===== src/rtl/period_meter_pkg.sv =====
// Shared definitions for the period meter: FSM state encoding and sizing defaults.
package period_meter_pkg;

  localparam int unsigned CLK_HZ        = 50_000_000;
  localparam int          DEFAULT_CNT_W = 31;

  typedef enum logic [1:0] {
    ST_IDLE,
    ST_ARM_HIGH,
    ST_HIGH,
    ST_LOW
  } state_e;

endpackage


===== src/rtl/period_meter_edge_sync.sv =====
// Multi-flop synchronizer plus history flop; emits the synchronized level and
// single-cycle rise/fall strobes. Also usable for button inputs.
module edge_sync #(
  parameter int SYNC_STAGES = 2
) (
  input  logic clk,
  input  logic clr,
  input  logic i_sig,
  output logic o_level,
  output logic o_rise,
  output logic o_fall
);

  logic [SYNC_STAGES-1:0] r_sync;
  logic                   r_hist;

  // NOTE: sequential state uses non-blocking assignments so every flop samples
  // the pre-edge value of its neighbour, giving a true shift chain.
  always_ff @(posedge clk) begin
    if (!clr) begin
      r_sync <= '0;
      r_hist <= 1'b0;
    end else begin
      r_sync <= {r_sync[SYNC_STAGES-2:0], i_sig};
      r_hist <= r_sync[SYNC_STAGES-1];
    end
  end

  assign o_level = r_sync[SYNC_STAGES-1];
  assign o_rise  = o_level & ~r_hist;
  assign o_fall  = ~o_level & r_hist;

endmodule


===== src/rtl/period_meter.sv =====
// Measures period and high time of a slow input in clk cycles, with a sticky
// timeout when no edge arrives before the counter saturates.
module period_meter
  import period_meter_pkg::*;
#(
  parameter int CNT_W       = DEFAULT_CNT_W,
  parameter int SYNC_STAGES = 2
) (
  input  logic             clk,
  input  logic             clr,
  input  logic             en,
  input  logic             sig_in,
  output logic [CNT_W-1:0] period,
  output logic [CNT_W-1:0] high_time,
  output logic             valid,
  output logic             timeout,
  output logic             busy
);

  localparam logic [CNT_W-1:0] CNT_MAX = '1;
  localparam logic [CNT_W-1:0] CNT_ONE = CNT_W'(1);

  function automatic logic [CNT_W-1:0] sat_inc(input logic [CNT_W-1:0] v);
    return (v == CNT_MAX) ? CNT_MAX : v + CNT_ONE;
  endfunction

  state_e           r_state;
  state_e           w_next;
  logic [CNT_W-1:0] r_cnt;
  logic [CNT_W-1:0] r_hcnt;
  logic [CNT_W-1:0] r_shadow;
  logic [CNT_W-1:0] r_period;
  logic [CNT_W-1:0] r_high_time;
  logic             r_valid;
  logic             r_timeout;

  logic w_level;
  logic w_rise;
  logic w_fall;
  logic w_edge;
  logic w_cnt_full;
  logic w_restart;
  logic w_counting;
  logic w_capture;
  logic w_publish;
  logic w_timeout;

  edge_sync #(
    .SYNC_STAGES (SYNC_STAGES)
  ) u_edge_sync (
    .clk     (clk),
    .clr     (clr),
    .i_sig   (sig_in),
    .o_level (w_level),
    .o_rise  (w_rise),
    .o_fall  (w_fall)
  );

  assign w_edge     = w_rise | w_fall;
  assign w_cnt_full = (r_cnt == CNT_MAX);

  // NOTE: every output of this block gets a default before the case, so no
  // path leaves a signal unassigned and no latch is inferred.
  always_comb begin
    w_next     = r_state;
    w_restart  = 1'b0;
    w_counting = 1'b0;
    w_capture  = 1'b0;
    w_publish  = 1'b0;
    w_timeout  = 1'b0;
    if (!en) begin
      w_next = ST_IDLE;
    end else begin
      unique case (r_state)
        ST_IDLE: w_next = ST_ARM_HIGH;
        ST_ARM_HIGH: begin
          // Partial interval before the first rise is discarded.
          if (w_rise) begin
            w_next    = ST_HIGH;
            w_restart = 1'b1;
          end
        end
        ST_HIGH: begin
          if (w_fall) begin
            w_next     = ST_LOW;
            w_capture  = 1'b1;
            w_counting = 1'b1;
          end else if (w_cnt_full && !w_edge) begin
            w_next    = ST_ARM_HIGH;
            w_timeout = 1'b1;
          end else begin
            w_counting = 1'b1;
          end
        end
        ST_LOW: begin
          if (w_rise) begin
            w_next    = ST_HIGH;
            w_publish = 1'b1;
            w_restart = 1'b1;
          end else if (w_cnt_full && !w_edge) begin
            w_next    = ST_ARM_HIGH;
            w_timeout = 1'b1;
          end else begin
            w_counting = 1'b1;
          end
        end
        default: w_next = ST_IDLE;
      endcase
    end
  end

  always_ff @(posedge clk) begin
    if (!clr) begin
      r_state     <= ST_IDLE;
      r_cnt       <= '0;
      r_hcnt      <= '0;
      r_shadow    <= '0;
      r_period    <= '0;
      r_high_time <= '0;
      r_valid     <= 1'b0;
      r_timeout   <= 1'b0;
    end else begin
      r_state <= w_next;
      r_valid <= w_publish;

      if (w_restart) begin
        r_cnt  <= CNT_ONE;
        r_hcnt <= CNT_ONE;
      end else if (w_counting) begin
        r_cnt <= sat_inc(r_cnt);
        if (r_state == ST_HIGH && w_level) r_hcnt <= sat_inc(r_hcnt);
      end else begin
        r_cnt  <= '0;
        r_hcnt <= '0;
      end

      if (w_capture) r_shadow <= r_hcnt;

      if (w_publish) begin
        r_period    <= r_cnt;
        r_high_time <= r_shadow;
        r_timeout   <= 1'b0;
      end else if (w_timeout) begin
        r_timeout <= 1'b1;
      end
    end
  end

  assign period    = r_period;
  assign high_time = r_high_time;
  assign valid     = r_valid;
  assign timeout   = r_timeout;
  assign busy      = (r_state != ST_IDLE);

endmodule


===== config.mk =====
export PLATFORM = sky130hd
export DESIGN_NAME = period_meter
export DESIGN_NICKNAME = d
export VERILOG_FILES = /design/src/rtl/period_meter_pkg.sv /design/src/rtl/period_meter_edge_sync.sv /design/src/rtl/period_meter.sv
export SDC_FILE = /design/constraint.sdc
export NUM_CORES = 1
export LEC_CHECK = 0
export ABC_CLOCK_PERIOD_IN_PS = 2100
export CORE_MARGIN = 8
export CORE_UTILIZATION = 40
export CTS_CLUSTER_SIZE = 8
export DETAILED_ROUTE_END_ITERATION = 10
export PLACE_DENSITY = 0.7
export REMOVE_ABC_BUFFERS = 1
export SLEW_MARGIN = 25
export SYNTH_ARGS = -nofsm -noshare
export SYNTH_HDL_FRONTEND = slang
export SYNTH_HIERARCHICAL = 1
export SYNTH_SLANG_ARGS = --single-unit

===== constraint.sdc =====
create_clock -name clk -period 2.1 [get_ports clk]
set_input_delay 0.42 -clock clk [delete_from_list [all_inputs] [get_ports clk]]
set_output_delay 0.42 -clock clk [all_outputs]
set_load 0.01 [all_outputs]

== Word-level counts from Yosys, hierarchy flattened ==
Index checks and enable logic that the tools add are counted.

* Flip-flop bits (word level): 162
* Input port bits: 4
* Output and inout bits: 65

* Add/sub/neg operators: 2
* Equality and inequality tests: 7
* Mux-type cells: 30
* Bitwise logic cells: 7
* Reductions and logical operators: 9

{| class="wikitable"
|+ Operator list
! cell !! count
|-
| 31-bit by 1-bit adder with 31-bit output (second input constant) || 2
|-
| 31-bit equality test (second input constant) || 2
|-
| 31-bit two-way mux || 2
|-
| 1-bit two-way mux || 21
|-
| 2-bit two-way mux || 4
|-
| 2-bit one-hot mux with 4 select lines || 1
|-
| 2-bit equality test (second input constant) || 2
|-
| 1-bit inverter || 4
|-
| 1-bit one-hot mux with 2 select lines || 2
|-
| 2-bit OR reduction || 2
|-
| 3-bit by 2-bit != test with 1-bit output (second input constant) || 1
|-
| 3-bit OR reduction || 1
|-
| 1-bit AND || 2
|-
| 2-bit by 1-bit equality test with 1-bit output (second input constant) || 1
|-
| 1-bit logical AND || 2
|-
| 2-bit logical NOT || 1
|-
| 2-bit != test (second input constant) || 1
|-
| 2-bit AND reduction || 1
|-
| 2-bit nonzero test || 1
|-
| 1-bit logical NOT || 1
|-
| 1-bit OR || 1
|}

== Depth between registers and ports, before layout ==
* Depth in word-level cells: 11
* Depth in mapped cells: 8
* Gate-level depth less buffers: 6

== Modules after synthesis ==
The synthesis kept the hierarchy.

{| class="wikitable"
|+ Modules (own cells, without submodules)
! module !! instances !! cells an instance !! area an instance (um^2) !! seq. area each (um^2)
|-
| period_meter || 1 || 643 || 6100.9 || 3183.1
|-
| edge_sync || 1 || 8 || 91.3 || 60.1
|}

== Least setup slack after synthesis ==
OpenSTA, ideal clock, no wires.

* Path kind: reg-to-reg
* Start point: register r_cnt[11]
* End point: register r_hcnt[30]
* Setup time: 0.115 ns
* Arrival: 2.148 ns
* Data required time: 1.985 ns
* Setup slack: -0.163 ns
* Stages on the path, launching flop included: 8
* Period minus slack after synthesis: 2.263 ns
* Cells stage by stage: dfxtp_1 > nand4_2 > or4_1 > buf_2 > or4_4 > nand3_2 > buf_6 > o21ba_1

* Word-level cells in the longest chain between the ends: 8
* Elaborated cells between the ends (all ways): 9

{| class="wikitable"
|+ Ends and longest elaborated chain
! item !! RTL line !! source
|-
| start: declaration || period_meter.sv:29 || <nowiki>logic [CNT_W-1:0] r_cnt;</nowiki>
|-
| start signal: assignment || period_meter.sv:130 || <nowiki>r_cnt <= sat_inc(r_cnt);</nowiki>
|-
| 31-bit equality test (*) || period_meter.sv:60 || <nowiki>assign w_cnt_full = (r_cnt == CNT_MAX);</nowiki>
|-
| 1-bit logical AND (*) || period_meter.sv:88, period_meter.sv:100 ||
|-
| 1-bit two-way mux (*) || period_meter.sv:88, period_meter.sv:100 ||
|-
| 1-bit two-way mux (on tied branches) || period_meter.sv:96, period_meter.sv:84 ||
|-
| 1-bit one-hot mux with 2 select lines (*) || period_meter.sv:74 || <nowiki>unique case (r_state)</nowiki>
|-
| 1-bit two-way mux (*) || period_meter.sv:71 || <nowiki>if (!en) begin</nowiki>
|-
| 1-bit inverter (no source line) (*) || n/a ||
|-
| 3-bit OR reduction (no source line) (*) || n/a ||
|-
| end signal: assignment || period_meter.sv:131 || <nowiki>if (r_state == ST_HIGH && w_level) r_hcnt <= sat_inc(r_hcnt);</nowiki>
|-
| end: declaration || period_meter.sv:30 || <nowiki>logic [CNT_W-1:0] r_hcnt;</nowiki>
|}

Every way passes the cells marked *; elsewhere a longest branch is shown, timed or not.
A chain may end at the register's enable or synchronous reset.

== Final worst setup path ==
* Start point: register r_cnt[14]
* End point: register r_hcnt[29]

The elaborated chain is that of the path after synthesis.

==> report_table.html <==
<table>
<tr><th>Metric</th><th>Value</th></tr>
<tr><th colspan="2">Drt</th></tr>
<tr><td>Initial DRC Count</td><td>311</td></tr>
<tr><td>DRC violation count after routing</td><td>0</td></tr>
<tr><td>Number of vias per cell after detailed routing</td><td>5.39</td></tr>
<tr><td>Detailed Routing Iterations Pass 1</td><td>5</td></tr>
<tr><td>Total Wirelength</td><td>14.9 mm</td></tr>
<tr><td>Via count</td><td>5,160</td></tr>
<tr><td>Routed len/inst</td><td>15.5 um</td></tr>
<tr><td>Remaining antenna violation count</td><td>0</td></tr>
<tr><th colspan="2">Worst setup path</th></tr>
<tr><td>Kind of end point of the critical path</td><td>flop</td></tr>
<tr><td>Reg-to-reg startpoint</td><td>r_cnt[14]</td></tr>
<tr><td>Reg2Reg Setup Slack</td><td>0.03 ns</td></tr>
<tr><td>Startpoint class of the critical path</td><td>flop</td></tr>
<tr><td>Setup CP Type</td><td>reg -&gt; reg</td></tr>
<tr><td>Critical Path RT</td><td>2.41 ns</td></tr>
<tr><td>Critical-path maximum fanout</td><td>7</td></tr>
<tr><td>Cell depth of the worst flop-to-flop path</td><td>6</td></tr>
<tr><td>Endpoint of the worst-slack reg-to-reg timing path</td><td>r_hcnt[29]</td></tr>
<tr><td>Data arrival, critical path</td><td>2.38 ns</td></tr>
<tr><th colspan="2">Final layout</th></tr>
<tr><td># diodes</td><td>0</td></tr>
<tr><td>Most frequent cells in the layout</td><td>162 x sky130_fd_sc_hd__dfxtp_1, 94 x sky130_fd_sc_hd__nand2_1, 67 x sky130_fd_sc_hd__clkdlybuf4s50_1</td></tr>
<tr><td>Multi-input gate area in the final layout</td><td>0.00283 sq mm</td></tr>
<tr><td>Reg area</td><td>0.00324 sq mm</td></tr>
<tr><td>Layout Area Growth over Synthesis</td><td>31.8%</td></tr>
<tr><td>Share of final-layout standard cells stronger than drive strength 1</td><td>0.139</td></tr>
<tr><td>End-of-flow core utilization</td><td>0.539</td></tr>
<tr><td>Net count reported at finish</td><td>764</td></tr>
<tr><td>Filler Cells Inserted</td><td>1,317</td></tr>
<tr><td>Most frequent standard cell in the layout excluding fill and tap cells</td><td>sky130_fd_sc_hd__dfxtp_1</td></tr>
<tr><th colspan="2">Die</th></tr>
<tr><td>Starting density of the core</td><td>0.409</td></tr>
<tr><td>Total core area</td><td>0.0151 sq mm</td></tr>
<tr><td>Total I/O pin count</td><td>69</td></tr>
<tr><td>Die Ht</td><td>140 um</td></tr>
<tr><td>Die outline area</td><td>0.0197 sq mm</td></tr>
<tr><td># rows</td><td>45</td></tr>
<tr><td>Horiz. Die Dim</td><td>140 um</td></tr>
<tr><th colspan="2">Place</th></tr>
<tr><td>Number of port buffers</td><td>68</td></tr>
<tr><td>Final Wtd Congestion</td><td>0.851</td></tr>
<tr><td>Half-perimeter wire length after detailed placement</td><td>10.4 mm</td></tr>
<tr><th colspan="2">STA</th></tr>
<tr><td>Total count of max-transition violations in the final report</td><td>0</td></tr>
<tr><td>Worst hold margin</td><td>0.445 ns</td></tr>
<tr><td>Share of the clock period used by the worst path after layout</td><td>0.986</td></tr>
<tr><td>Tightest slew margin relative to the limit</td><td>0.667</td></tr>
<tr><td>Worst clock skew on the final layout</td><td>0.00514 ns</td></tr>
<tr><td>Number of hold violations in the final report</td><td>0</td></tr>
<tr><td>Setup-failing EPs final</td><td>0</td></tr>
<tr><td>Maximum clock frequency</td><td>483 MHz</td></tr>
<tr><td>Worst-Margin Slew</td><td>0.495 ns</td></tr>
<tr><td>Setup repair after global routing missed its margin</td><td>true</td></tr>
<tr><td>Final critical path time including I/O delays and setup</td><td>2.07 ns</td></tr>
<tr><th colspan="2">Yosys</th></tr>
<tr><td>Biggest area consumer among synthesized cells</td><td>sky130_fd_sc_hd__dfxtp_1</td></tr>
<tr><td>Gate count after technology mapping</td><td>651</td></tr>
<tr><td>Adder-Cell Fraction of Synth Area</td><td>0.00404</td></tr>
<tr><td>Area share of the leading cell type in the synthesized netlist</td><td>0.524</td></tr>
<tr><td>Area of the mapped netlist</td><td>0.00619 sq mm</td></tr>
<tr><td>Number of register bits inferred by synthesis</td><td>162</td></tr>
<tr><td>Post-synthesis share of cell area spent on and, or, nand and nor gates</td><td>0.185</td></tr>
<tr><td>Post-synthesis sequential area ratio</td><td>0.524</td></tr>
<tr><td>Multiplexer area fraction after synthesis</td><td>0.00485</td></tr>
<tr><td>Distinct cells, synth</td><td>43</td></tr>
<tr><td>Mean instance size in the synthesized netlist</td><td>9.51 sq um</td></tr>
<tr><td>Main combinational cell family by area after synthesis</td><td>compound AO/OA/AOI/OAI gates</td></tr>
<tr><td>Share of the synthesized area in compound gates (AO/OA/AOI/OAI)</td><td>0.191</td></tr>
<tr><td>Top post-synthesis cells by area</td><td>sky130_fd_sc_hd__dfxtp_1 52%, sky130_fd_sc_hd__a22o_1 8.8%, sky130_fd_sc_hd__nand2_1 5.8%</td></tr>
<tr><td>Warnings, synthesis</td><td>6</td></tr>
<tr><td>Post-synthesis xor/xnor area fraction</td><td>0.0594</td></tr>
<tr><th colspan="2">CTS</th></tr>
<tr><td>Clock sinks</td><td>162</td></tr>
<tr><td>Quantity of hold-fixing buffers added after cts</td><td>0</td></tr>
<tr><td>Clock insertion delay at the later pin of the skew report</td><td>0.43 ns</td></tr>
<tr><td>Number of buffers on the longest clock path</td><td>2</td></tr>
<tr><td>Clk slew on worst S/H paths</td><td>0.06 ns</td></tr>
<tr><td>TritonCTS clock tree</td><td>done</td></tr>
<tr><td>H-tree Lvls</td><td>4</td></tr>
<tr><td>Cell at the root of the clock tree</td><td>sky130_fd_sc_hd__clkbuf_16</td></tr>
<tr><td>Clock buffer count from CTS</td><td>17</td></tr>
<tr><th colspan="2">Global routing</th></tr>
<tr><td>Total global routing overflow</td><td>0</td></tr>
<tr><td>First-pass GRT wire length</td><td>24.9 mm</td></tr>
<tr><td>Total routing usage reported by global routing</td><td>0.155</td></tr>
<tr><td>Via count of the first global-routing pass</td><td>5,158</td></tr>
<tr><td>Largest net degree at the start of global routing</td><td>39</td></tr>
<tr><td>Number of antenna violations at the first check in global routing</td><td>0</td></tr>
<tr><th colspan="2">Worst hold path</th></tr>
<tr><td>Hold path depth</td><td>1</td></tr>
<tr><td>Worst min-delay path endpoint</td><td>u_edge_sync/r_sync[1]</td></tr>
<tr><td>Worst min-delay path startpoint</td><td>u_edge_sync/r_sync[0]</td></tr>
<tr><td>Min-delay worst type</td><td>reg -&gt; reg</td></tr>
<tr><th colspan="2">Power</th></tr>
<tr><td>Clock group share of total power</td><td>0.497</td></tr>
<tr><td>Seq pwr share</td><td>0.490</td></tr>
<tr><td>Combinational power share</td><td>0.013</td></tr>
<tr><td>Switching share of power</td><td>0.200</td></tr>
<tr><td>Static Leakage</td><td>2.83 nW</td></tr>
<tr><td>Power density relative to cell area</td><td>771 mW/mm^2</td></tr>
<tr><td>Internal power</td><td>0.00503 W</td></tr>
<tr><td>Peak supply drop</td><td>0.701 mV</td></tr>
<tr><td>Net load switching power</td><td>0.00126 W</td></tr>
<tr><th colspan="2">Run status</th></tr>
<tr><td>Status</td><td>finished clean</td></tr>
<tr><th colspan="2">Run</th></tr>
<tr><td>Number of maximum-capacitance violations</td><td>0</td></tr>
</table>
[what timing repair did]
action                     in CTS  in global routing
buffers inserted                0                  2
setup endpoints to repair      53                 62
gates resized for setup         9                  9
gates cloned                    1                  0
pin swaps                       4                  4
[power by group through the flow]
stage | sequential [W] | clock, W | combinational (W)
after global placement | 0.00315 | 0 | 0.0000823
after CTS | 0.00308 | 0.00318 | 0.0000849
after floorplan | 0.00315 | 0 | 0.0000323
after global routing | 0.00308 | 0.00331 | 0.0000908
final | 0.00308 | 0.00312 | 0.0000844
after detailed placement | 0.00315 | 0 | 0.0000845
[sequential cells by signal, summed over array words and instances, names as in the netlist]
signal / cells
timeout: 1
r_cnt: 31
r_hcnt: 31
valid: 1
u_edge_sync/r_hist: 1
u_edge_sync/r_sync: 2
period: 31
r_shadow: 31
high_time: 31
r_state: 2
[how the worst max path moves through the flow]
stage,start,endpoint,slack (ns),cells past startpoint
floorplan,u_edge_sync/r_sync[1],valid,-2.29,3
global placement,r_cnt[14],r_cnt[0],-0.06,6
detailed placement,r_cnt[20],r_cnt[0],-0.12,6
CTS,r_cnt[17],r_hcnt[29],-0.04,6
global route,r_cnt[20],r_hcnt[18],-0.05,6
finish,r_cnt[14],r_hcnt[29],0.03,6
[Yosys cell counts (all sizes together)]
cell / instances
dfxtp: 162
nand2: 95
a22o: 62
a21oi: 52
a21boi: 32
clkbuf: 30
nor2: 29
nand3: 28
xor2: 24
xnor2: 18
nor3: 17
nand4: 16
and3: 10
and4: 9
nor4: 9
buf: 8
inv: 6
and2: 5
or4: 5
o21a: 4
a311oi: 3
mux2i: 3
o21ai: 3
a31oi: 2
ha: 2
nand4b: 2
nor2b: 2
o21ba: 2
or2: 2
or3: 2
a211oi: 1
a31o: 1
a41o: 1
nand2b: 1
nand3b: 1
nor3b: 1
o211a: 1
[routing by layer]
layer	wire length, um	up-vias	global-route usage	part of all wire
met5	0	-	0	0
met4	312	0	0.0663	0.021
met3	691	23	0.0479	0.046
met2	7160	101	0.262	0.48
met1	6710	2486	0.177	0.45
li1	-	2550	-	-
[final cells by class]
| class | instances | share of cell area |
|---|---|---|
| Inverter | 6 | 0.00276 |
| Multi-Input combinational cell | 445 | 0.347 |
| Tap cell | 188 | 0.0288 |
| Clock buffer | 21 | 0.0564 |
| Timing Repair Buffer | 126 | 0.151 |
| Clock inverter | 10 | 0.0164 |
| Sequential cell | 162 | 0.397 |
[worst max-delay path, stage by stage, from the launching register on]
cell and delay (ns):
sky130_fd_sc_hd__dfxtp_1 0.38, sky130_fd_sc_hd__nand4_4 0.14, sky130_fd_sc_hd__or4_4 0.53, sky130_fd_sc_hd__or4_4 0.45, sky130_fd_sc_hd__nand3_4 0.13, sky130_fd_sc_hd__bufbuf_16 0.28
sky130_fd_sc_hd__a21oi_1 0.04
[metrics by stage]
stage | TNS, ns | std cells | total power, W | instance area (sq um) | setup WS [ns]
2_1_floorplan | -170.94 | 613 | 0.00318 | 6020 | -2.29
3_3_place_gp | -1.66 | 924 | 0.00323 | 7440 | -0.0570
3_5_place_dp | -2.99 | 924 | 0.00323 | 7440 | -0.124
4_1_cts | -0.280 | 956 | 0.00635 | 8100 | -0.0366
5_1_grt | -0.480 | 958 | 0.00648 | 8160 | -0.0468
6_report | 0 | 958 | 0.00629 | 8160 | 0.0284
[logic make-up after synthesis]
group                    after synthesis
AND/OR/NAND/NOR                      234
adder cells (fa/ha/maj)                2
XOR/XNOR                              42
AO/OA/AOI/OAI                        164
flip-flops                           162
multiplexers                           3
buffers and inverters                 44
Power figures use the tool's default switching activity.
==> variant, RTL diff (config.mk and constraints unchanged) <==
Change the package constant `DEFAULT_CNT_W` from 31 to 27.
--- a/src/rtl/period_meter_pkg.sv
+++ b/src/rtl/period_meter_pkg.sv
@@ -3,5 +3,5 @@
 
   localparam int unsigned CLK_HZ        = 50_000_000;
-  localparam int          DEFAULT_CNT_W = 31;
+  localparam int          DEFAULT_CNT_W = 27;
 
   typedef enum logic [1:0] {
Interface: changed (resized high_time and period); port bits go from 69 to 61. No check against the original RTL was run, so the function may have changed too.
==> variant against the original RTL <==
Area after synthesis is 12% lower; non-clock buffer count is 32 lower; setup slack better by 0.12 ns; sequential cell count is 20 lower; die area is 11% lower; critical path depth stayed put; power is 7.7% lower; sequential power is 12% lower; routed wire length is 17% lower; final area is 13% lower.
==> variant: results (changes against the original RTL) <==
* FF/Latch Area at 0.002844 mm2 (-12%)
* Net Sw Frac at 18.23% (-1.8 points)
* Fraction of area in multi-input gates at 34.87% (+0.18 points)
* Xor/xnor share of the synthesized area at 5.138% (-0.80 points)
* Maximum vdd drop at 0.5423 mV (-23%)
* Largest net degree at the start of global routing at 56 (+44%)
* Multiplexer share of the synthesized area at 0.7339% (+0.25 points)
* Seq/Total Area, Yosys at 52.11% (-0.26 points)
* Num sequential at 142 (-12%)
* Area contributors post-synth: dfxtp_1 (52%), a22o_1 (8.7%), nand2_1 (5.6%)
* Status: finished, final reports clean
* Comb_multi_in at 381 (-14%)
* Clock-cell share at 8.620% (+1.3 points)
* Met2 wire length at 6.205 mm (-13%)
* P_leak at 2.472 nW (-13%)
* CTS root buf: clkbuf_16
* Post-synth cell types at 45 (+4.7%)
* Inverters excl. clock at 5 (-1)
* Fillers at 1200 (-8.9%)
* Comb pwr at 0.0686 mW (-19%)
* DRT Pass-1 Iters at 4 (-1)
* Complex-gate fraction of the synthesized area at 20.14% (+1.0 points)
* Top post-synthesis cells by count: dfxtp_1 (142), nand2_1 (81), a22o_1 (54)
* Layout cells sized above 1 at 13.32% (-0.57 points)
* # diodes at 0 (unchanged)
* Inserted Clock Buffers at 17 (unchanged)
* Clock tree buffer depth at 2 (unchanged)
* Non-clock buffer count at 94 (-25%)
* Slowest stage cell, crit path: or3_4
* Layout net count at 647 (-15%)
* Vias in the first global route at 4408 (-15%)
* Non-clk buf share at 13.08% (-2.1 points)
* First-pass GRT wire length at 20.88 mm (-16%)
* GP Congestion at 0.8593 (+1.0%)
* Worst path max stage delay at 0.44 ns (-0.09 ns)
* Post-DR vias/cell at 5.271 (-2.1%)
* Drt total wl at 12.36 mm (-17%)
* Wl on met1 at 5.333 mm (-21%)
* Final HPWL DP at 8.588 mm (-17%)
* Combinational power share at 1.2%
* Met3 Routed Length at 674 um (-2.5%)
* CP Data Arrival Time at 2.26 ns (-0.12 ns)
* Clk. pwr at 3.04 mW (-3%)
* # port buffers at 60 (-12%)
* Clk_buf instances at 26 (+24%)
* Clock Latency Late Sink at 0.40 ns (-0.03 ns)
* Initial DRC Count at 307 (-1.3%)
* Crit Path Max Fanout at 5 (-2)
* Post-Synth Adder-Cell Area at 0.4587% (+0.055 points)
* Gr usage total at 14.28% (-1.2 points)
* Worst-margin pin slew at 0.5057 ns (+0.01040 ns)
* Clk_skew at 0.007083 ns (+0.001940 ns)
-- variant: cell types whose count changed in the layout (fill, tap and decap cells not counted), sizes merged, moves of 11 or more --
cell	change
buf	-23
nand2	-13
a21oi	-11
nand3	-11
dfxtp	-20
-- variant: path summary, 6_finish.rpt --
| path | start | to | slack [ns] | cells past startpoint |
|---|---|---|---|---|
| setup / recovery | r_hcnt[0] | r_hcnt[24] | 0.15 | 6 |
| hold / removal | u_edge_sync/r_sync[0] | u_edge_sync/r_sync[1] | 0.43 | 1 |
| hold reg to reg | u_edge_sync/r_sync[0] | u_edge_sync/r_sync[1] | 0.43 | 1 |
| setup reg to reg | r_hcnt[0] | r_hcnt[24] | 0.15 | 6 |
-- variant: timing repair --
| item | 4_1_cts | 5_1_grt |
|---|---|---|
| setup buffers | 0 | 3 |
| pin swaps | 0 | 2 |
| gates resized for setup | 2 | 6 |
| setup endpoints to repair | 5 | 56 |
-- variant: per-stage QoR --
stage               hold slack [ns]  area, um2  TNS [ns]  setup slack [ns]  instances
floorplan                    0.4118       5316    -65.52           -0.6677        528
global placement             0.4198       6441         0           0.06588        795
detailed placement           0.4169       6441  -0.02251          -0.01482        795
CTS                          0.4272       7059         0           0.01548        826
global route                 0.4548       7098   -0.1854          -0.02683        829
finish                       0.4279       7098         0            0.1470        829
-- variant: per-layer routing --
metal / up-vias / track usage, %
li1: 2182 / -
met2: 108 / 24.45
met5: - / 0
met4: 0 / 6.372
met3: 14 / 4.618
met1: 2066 / 15.81
-- variant: critical path, delay by kind of cell (launching register included) --
kind	cells	cell delay, ns
AND/OR/NAND/NOR	3	0.92
adder cells (fa/ha/maj)	1	0.18
flip-flops	1	0.34
AO/OA/AOI/OAI	2	0.42
